==> src/rtl/reg_file_if.sv <==
// Register-file access bundle: two read ports, one write port, ALU flag and shift-carry paths.
// The master is the datapath controller/ALU side; the slave is the register file itself.
interface reg_file_if #(
   parameter int W = 8,
   parameter int A = 3
);
   logic [A-1:0] RaddrA;
   logic [A-1:0] RaddrB;
   logic [W-1:0] DataOutA;
   logic [W-1:0] DataOutB;
   logic         WriteEn;
   logic [A-1:0] Waddr;
   logic [W-1:0] DataIn;
   logic         FlagWrEn;
   logic         ZeroIn;
   logic         ParityIn;
   logic         OddIn;
   logic         SCWrEn;
   logic         SCIn;
   logic         ZeroFlag;
   logic         ParityFlag;
   logic         OddFlag;
   logic         SC_out;

   modport master (
      output RaddrA, RaddrB, WriteEn, Waddr, DataIn,
      output FlagWrEn, ZeroIn, ParityIn, OddIn, SCWrEn, SCIn,
      input  DataOutA, DataOutB, ZeroFlag, ParityFlag, OddFlag, SC_out
   );

   modport slave (
      input  RaddrA, RaddrB, WriteEn, Waddr, DataIn,
      input  FlagWrEn, ZeroIn, ParityIn, OddIn, SCWrEn, SCIn,
      output DataOutA, DataOutB, ZeroFlag, ParityFlag, OddFlag, SC_out
   );
endinterface

==> src/rtl/reg_file.sv <==
// Architectural register file with latched ALU flags and shift-carry bit; synchronous active-high reset.
// Define REG_BYPASS_EN to forward write data onto a read port that addresses the register being written.
module reg_file #(
   parameter int W = 8,
   parameter int A = 3
) (
   input  logic       Clk,
   input  logic       Reset,
   reg_file_if.slave  bus
);
   localparam int DEPTH = 2 ** A;

   typedef struct packed {
      logic zero;
      logic parity;
      logic odd;
   } flags_t;

   logic [W-1:0] regs [DEPTH];
   flags_t       flags_q;
   logic         sc_q;

   // NOTE: state is updated with non-blocking assignments so every flop samples pre-edge values.
   // NOTE: the array is cleared on reset because software expects all registers to read zero afterwards,
   // which rules out inferring a reset-less RAM macro here.
   always_ff @(posedge Clk) begin
      if (Reset) begin
         regs <= '{default: '0};
      end else if (bus.WriteEn) begin
         regs[bus.Waddr] <= bus.DataIn;
      end
   end

   // Flag and shift-carry paths are independent of the register write path.
   always_ff @(posedge Clk) begin
      if (Reset) begin
         flags_q <= '0;
         sc_q    <= 1'b0;
      end else begin
         if (bus.FlagWrEn) flags_q <= '{zero: bus.ZeroIn, parity: bus.ParityIn, odd: bus.OddIn};
         if (bus.SCWrEn)   sc_q    <= bus.SCIn;
      end
   end

   // NOTE: each read output is assigned from storage first so no path through this block can infer a latch.
   always_comb begin
      bus.DataOutA = regs[bus.RaddrA];
      bus.DataOutB = regs[bus.RaddrB];
`ifdef REG_BYPASS_EN
      if (bus.WriteEn && !Reset && (bus.Waddr == bus.RaddrA)) bus.DataOutA = bus.DataIn;
      if (bus.WriteEn && !Reset && (bus.Waddr == bus.RaddrB)) bus.DataOutB = bus.DataIn;
`else
      // Read-during-write returns the stored value; the new data appears after the edge.
`endif
   end

   assign bus.ZeroFlag   = flags_q.zero;
   assign bus.ParityFlag = flags_q.parity;
   assign bus.OddFlag    = flags_q.odd;
   assign bus.SC_out     = sc_q;
endmodule

==> src/flat_wrapper.sv <==
// flat-port wrapper written by rule: the top's interface ports become plain ports
module reg_file_flat 
#(
   parameter int W = 8,
   parameter int A = 3
)
  (Clk, Reset, bus_RaddrA, bus_RaddrB, bus_WriteEn, bus_Waddr, bus_DataIn, bus_FlagWrEn, bus_ZeroIn, bus_ParityIn, bus_OddIn, bus_SCWrEn, bus_SCIn, bus_DataOutA, bus_DataOutB, bus_ZeroFlag, bus_ParityFlag, bus_OddFlag, bus_SC_out);
  reg_file_if #(.W(W), .A(A)) bus_i ();
  input  logic Clk;
  input  logic Reset;
  input wire logic [$bits(bus_i.RaddrA)-1:0] bus_RaddrA;
  input wire logic [$bits(bus_i.RaddrB)-1:0] bus_RaddrB;
  input wire logic [$bits(bus_i.WriteEn)-1:0] bus_WriteEn;
  input wire logic [$bits(bus_i.Waddr)-1:0] bus_Waddr;
  input wire logic [$bits(bus_i.DataIn)-1:0] bus_DataIn;
  input wire logic [$bits(bus_i.FlagWrEn)-1:0] bus_FlagWrEn;
  input wire logic [$bits(bus_i.ZeroIn)-1:0] bus_ZeroIn;
  input wire logic [$bits(bus_i.ParityIn)-1:0] bus_ParityIn;
  input wire logic [$bits(bus_i.OddIn)-1:0] bus_OddIn;
  input wire logic [$bits(bus_i.SCWrEn)-1:0] bus_SCWrEn;
  input wire logic [$bits(bus_i.SCIn)-1:0] bus_SCIn;
  output wire logic [$bits(bus_i.DataOutA)-1:0] bus_DataOutA;
  output wire logic [$bits(bus_i.DataOutB)-1:0] bus_DataOutB;
  output wire logic [$bits(bus_i.ZeroFlag)-1:0] bus_ZeroFlag;
  output wire logic [$bits(bus_i.ParityFlag)-1:0] bus_ParityFlag;
  output wire logic [$bits(bus_i.OddFlag)-1:0] bus_OddFlag;
  output wire logic [$bits(bus_i.SC_out)-1:0] bus_SC_out;
  assign bus_i.RaddrA = bus_RaddrA;
  assign bus_i.RaddrB = bus_RaddrB;
  assign bus_i.WriteEn = bus_WriteEn;
  assign bus_i.Waddr = bus_Waddr;
  assign bus_i.DataIn = bus_DataIn;
  assign bus_i.FlagWrEn = bus_FlagWrEn;
  assign bus_i.ZeroIn = bus_ZeroIn;
  assign bus_i.ParityIn = bus_ParityIn;
  assign bus_i.OddIn = bus_OddIn;
  assign bus_i.SCWrEn = bus_SCWrEn;
  assign bus_i.SCIn = bus_SCIn;
  assign bus_DataOutA = bus_i.DataOutA;
  assign bus_DataOutB = bus_i.DataOutB;
  assign bus_ZeroFlag = bus_i.ZeroFlag;
  assign bus_ParityFlag = bus_i.ParityFlag;
  assign bus_OddFlag = bus_i.OddFlag;
  assign bus_SC_out = bus_i.SC_out;
  reg_file #(.W(W), .A(A)) u_core (.Clk(Clk), .Reset(Reset), .bus(bus_i));
endmodule
==> config.mk <==
export PLATFORM = sky130hd
export DESIGN_NAME = reg_file_flat
export DESIGN_NICKNAME = d
export VERILOG_FILES = /design/src/rtl/reg_file_if.sv /design/src/rtl/reg_file.sv /design/src/flat_wrapper.sv
export SDC_FILE = /design/constraint.sdc
export NUM_CORES = 1
export LEC_CHECK = 0
export ABC_AREA = 1
export CAP_MARGIN = 0
export CORE_ASPECT_RATIO = 1.2
export CORE_MARGIN = 2
export CORE_UTILIZATION = 50
export CTS_CLUSTER_DIAMETER = 100
export DETAILED_ROUTE_END_ITERATION = 12
export PLACE_DENSITY = 0.76
export SLEW_MARGIN = 5
export SYNTH_ARGS = -nofsm -noshare
export SYNTH_HDL_FRONTEND = slang
export SYNTH_SLANG_ARGS = --single-unit
==> constraint.sdc <==
create_clock -name Clk -period 1.2 [get_ports Clk]
set_input_delay 0.3 -clock Clk [delete_from_list [all_inputs] [get_ports Clk]]
set_output_delay 0.3 -clock Clk [all_outputs]
set_load 0.01 [all_outputs]
# Yosys cells after proc, flatten, opt, wreduce, memory -nomap -nowiden
# Cells that the tools add are included.
[word_totals]
reg_bits = 68
latch_bits = 0
ram_bits = 0
rom_bits = 0
word_cells = 29
memories = 0
[op_classes]
addsub = 0
n_mul = 0
n_div = 0
order_cmp = 4
n_eq_ne = 0
n_shift = 0
mux = 9
bitwise_logic = 3
reduce_logical = 1
[ops]
columns = ["op", "n"]
rows = [
  ["64-bit bitwise mux", 1],
  ["8-bit binary-select mux with 3-bit select", 2],
  ["8-bit two-way mux", 5],
  ["8-bit demux with 3-bit select", 1],
  ["4-bit >= comparator (second input constant)", 3],
  ["3-bit inverter with 4-bit output", 3],
  ["4-bit by 1-bit less-than comparator with 1-bit output (second input constant)", 1],
  ["1-bit logical AND", 1],
]

# Longest topological paths before layout
[depth]
depth_word = 6
ltp_mapped = 8

# Worst setup path before layout
# No wires, ideal clock.
[synth_timing]
path_kind = "input -> output"
from = "input bus_RaddrA[1]"
to = "output bus_DataOutA[5]"
t_arrival_ps = 994
required_ps = 900
setup_slack_ps = -94
cell_stages = 7
path_buffers = 2
path_cell_list = "buf_2 -> inv_2 -> buf_2 -> nand3_1 -> nand2_1 -> nand2_1 -> nand2_1"
[synth_via]
elab_chain_cells = 4
[synth_lines]
columns = ["element", "line_no", "source"]
rows = [
  ["start: declaration", "flat_wrapper.sv:11", "input wire logic [$bits(bus_i.RaddrA)-1:0] bus_RaddrA;"],
  ["3-bit inverter with 4-bit output (not written as such)", "reg_file.sv:47", "bus.DataOutA = regs[bus.RaddrA];"],
  ["8-bit binary-select mux with 3-bit select", "reg_file.sv:47", ""],
  ["8-bit two-way mux (not written as such) (2 in a row)", "reg_file.sv:47", ""],
  ["end: declaration", "flat_wrapper.sv:22", "output wire logic [$bits(bus_i.DataOutA)-1:0] bus_DataOutA;"],
]
# Every way passes these cells. The select of a mux whose other input is x is not followed.

# Worst setup path in the final report
[layout_timing]
from = "register u_core.regs[20] (netlist bit)"
to = "output bus_DataOutB[4]"
[layout_via]
elab_chain_cells = 3
[layout_lines]
columns = ["element", "line_no", "source"]
rows = [
  ["start: declaration", "reg_file.sv:19", "logic [W-1:0] regs [DEPTH];"],
  ["start signal: indexed assignment", "reg_file.sv:30", "regs[bus.Waddr] <= bus.DataIn;"],
  ["8-bit binary-select mux with 3-bit select", "reg_file.sv:48", "bus.DataOutB = regs[bus.RaddrB];"],
  ["8-bit two-way mux (not written as such) (2 in a row)", "reg_file.sv:48", ""],
  ["end: declaration", "flat_wrapper.sv:23", "output wire logic [$bits(bus_i.DataOutB)-1:0] bus_DataOutB;"],
]
# Every way passes these cells. The select of a mux whose other input is x is not followed.

==> impl_results.md <==
* Critical path cell sequence: inv_2 -> nand2_1 -> nand3_2 -> nand2_2 -> nand2_1 -> nand2_2 -> buf_6
* Clk_lat worst skew at ~0.35 ns
* GP Congestion at around 1.0
* Critical path capture point type: output port
* Peak VDD IR at ~0.0008 V
* Slew headroom at between 70% and 80%
* EDFF count, synth at 0
* Clock Sinks at 68
* TNS Setup at -4.77 ns
* CTS Buf Count at 9
* Core area at 7660 µm²
* Slew Limit Fails at 0
* CTS Hold Buffers Added at 0
* Final core utilization at 71.1%
* Register bit total from synthesis at between 60 and 70
* Xor/xnor share of the synthesized area at 0%
* RSZ-0062 raised after global routing: true
* Hold crit path type: flip-flop to flip-flop
* Crit. Startpoint: u_core.regs[20]
* Total nets after synthesis at 698
* Ys Warns at 0
* Vert. Die Dim at approximately 100 µm
* Critical path class: flip-flop to output port
* Post-synthesis mux area share at 0%
* Area grow syn2layout at 38.1%
* # rows at 35
* Top FF cell, synth: dfxtp_1
* Final min period at around 1.6 ns
* WHS at about 0.47 ns
* Final #Nets at around 770
* Share of layout cells above drive strength 1 at about two fifths
* Initial core utilization at 51.5%
* Status: finished, violations left
* Met3 wire len at 1370 µm
* Top cells by count, synth: 208 x nand2_1, 134 x nor2_1, 72 x inv_1, 68 x dfxtp_1, 64 x nand3_1
* CP max stage delay at around 0.35 ns
* First-pass GRT wire length at 21300 µm
* Cells after Synth at around 670
* Post-synthesis compound-gate area fraction at between 8 and 9%
* Reg2Reg Depth at 2
* Hold path depth at 2
* Avg Vias per Cell at 5.55
* Ranking of synthesized cells by area: dfxtp_1 35%, nand2_1 20%, nor2_1 13%
* Longest Clk Path Bufs at 2
* Actual slew at the worst max-slew pin at around 0.4 ns
* Finish-stage setup viols at 16
* Post-Synth Simple-Gate Area at between 40% and 50%
* Top-area cell type share of the netlist area at between 30 and 40%
* Max Used Layer: met4
* Root Buffer: clkbuf_8
* Die Wd at approximately 85 µm
* Tcrit/Tclk final at 130%
* Synth area leader: dfxtp_1
* DP Area at 4660 µm²
* Main combinational cell family by area after synthesis: simple AND/OR/NAND/NOR gates
* Synth Area in Adders at 0%
* Fmax at between 0.6 and 0.7 GHz
* Clk slew on worst S/H paths at ~0.070 ns
* Design Area, Final at 5450 µm²
* Req. time, crit path at roughly 0.9 ns
* Gr ovfl total at 0
* Leak at ~2.6 nW
* Fraction of registers with async set/reset at 0%
* WP data arrival at about 1.3 ns
* Netlist Area Pre-Place at ~3900 µm²
* Fillcell total at around 650
* Worst R2R Setup Slack at around 0.44 ns
* Vias in the first global route at between 4000 and 5000
* PD cells at 1050 nW/µm²
* FF-to-FF End: u_core.regs[5]
* ANT cells at 0
* Top-count cell post-synth: nand2_1
* Clock Skews at 0 ns
* First-pass iteration count of the detailed router at 6
* FF/Latch Area at between 1000 and 1500 µm²
* Max-cap violations at 0
* IO Count at 46
* H-tree depth at 3
* Largest net degree at the start of global routing at 55
* Vias at around 4700
* Critical path startpoint category: flip-flop
* Area of the multi-input gates at ~2400 µm²
* DRT iter0 DRCs at 611
* Sequential area share after synthesis at 34.5%
* Routed wire per std cell at roughly 16 µm
* Port bufs at between 40 and 50
* Slowest library cell on the worst path: dfxtp_2
* Die ar. at between 8000 and 9000 µm²
* Wire length on met1 at around 5300 µm
* WL final at about 14000 µm
* CTS tree: built
* Fin worst setup slack at -0.365 ns
* DRC at 0
* Distinct cell type count of the synthesized netlist at 19
* Total global-route track usage at approximately a third
* Detail Placement HPWL at ~8400 µm
* Avg Cell Area, Syn at just under 6 µm²
* Critical Path Fanout Max at 2
* CP Capture Point: bus_DataOutB[4]
* Final Hold Fails at 0
* Met2 routed wirelength at between 6000 and 7000 µm
* ANT nets after route at 0
* Failing checks: negative setup slack
* Initial antenna violation count at 0
* Reg-to-reg critical path startpoint: u_core.regs[5]
worst max-delay path, delay by kind of cell (launching register included):
family,cells,cell delay (ns)
AND/OR/NAND/NOR,5,0.41
flip-flops,1,0.35
buffers and inverters,2,0.14
routing by layer:
layer | global-route usage, % | vias up
li1 | - | 2204
met1 | 40.0 | 2121
met2 | 50.3 | 299
met3 | 7.09 | 57
met4 | 16.2 | 0
met5 | 0 | -
final cells by class:
type / count / area share [%]
multi-input cells: 491 / 44.0
flip-flops and latches: 68 / 26.3
repair buffers: 89 / 16.5
inverters: 86 / 7.12
clock buffers: 12 / 2.85
well taps: 92 / 2.11
clock inverters: 4 / 0.873
repair inverters: 2 / 0.230
worst min-delay path by stage:
stage / start / to
after CTS: bus_SCIn / u_core.bus.SC_out
final: u_core.regs[57] / u_core.regs[57]
after floorplan: bus_SCWrEn / u_core.bus.SC_out
after detailed placement: u_core.regs[60] / u_core.regs[60]
after global routing: u_core.regs[60] / u_core.regs[60]
after global placement: u_core.regs[17] / u_core.regs[17]
flip-flops by register name, summed over array words and instances (netlist names):
| register | count |
|---|---|
| u_core.bus.ParityFlag | 1 |
| u_core.bus.ZeroFlag | 1 |
| u_core.regs | 64 |
| u_core.bus.SC_out | 1 |
| u_core.bus.OddFlag | 1 |
kinds of logic after synthesis:
kind of cell,after synthesis
simple gates,420
buf+inv,115
compound gates,69
flops,68
power breakdown:
part / switching (mW) / leakage (nW) / total, mW / internal [mW]
logic: 0.794 / 1.96 / 1.36 / 0.568
registers: 0.0531 / 0.580 / 2.41 / 2.35
clock network: 0.895 / 0.102 / 1.96 / 1.07
total: 1.74 / 2.64 / 5.73 / 3.99
metrics by stage:
step	setup slack, ns	instances	power [mW]
CTS	-0.344	840	5.60
global placement	-1.12	805	3.53
finish	-0.365	844	5.73
floorplan	0.0122	672	3.12
global route	-0.400	844	5.95
detailed placement	-1.14	805	3.55
layout by cell type, fill, tap and decap left out, types with 6 or more instances in the layout:
| cell type | instances |
|---|---|
| buf_12 | 6 |
| buf_2 | 6 |
| buf_4 | 33 |
| buf_6 | 21 |
| clkbuf_8 | 11 |
| clkdlybuf4s50_1 | 15 |
| dfxtp_1 | 10 |
| dfxtp_2 | 58 |
| inv_1 | 21 |
| inv_2 | 53 |
| nand2_1 | 147 |
| nand2_2 | 63 |
| nand2_4 | 6 |
| nand3_1 | 47 |
| nand3_2 | 17 |
| nor2_1 | 134 |
| o21ai_0 | 41 |
| o21ai_1 | 26 |
timing repair:
action / 4_1_cts / 5_1_grt
cloned: 5 / 1
pin swaps: 43 / 45
setup buffers: 14 / 3
setup endpoints to repair: 66 / 70
resized for setup: 228 / 100
Power figures use the tool's default switching activity.
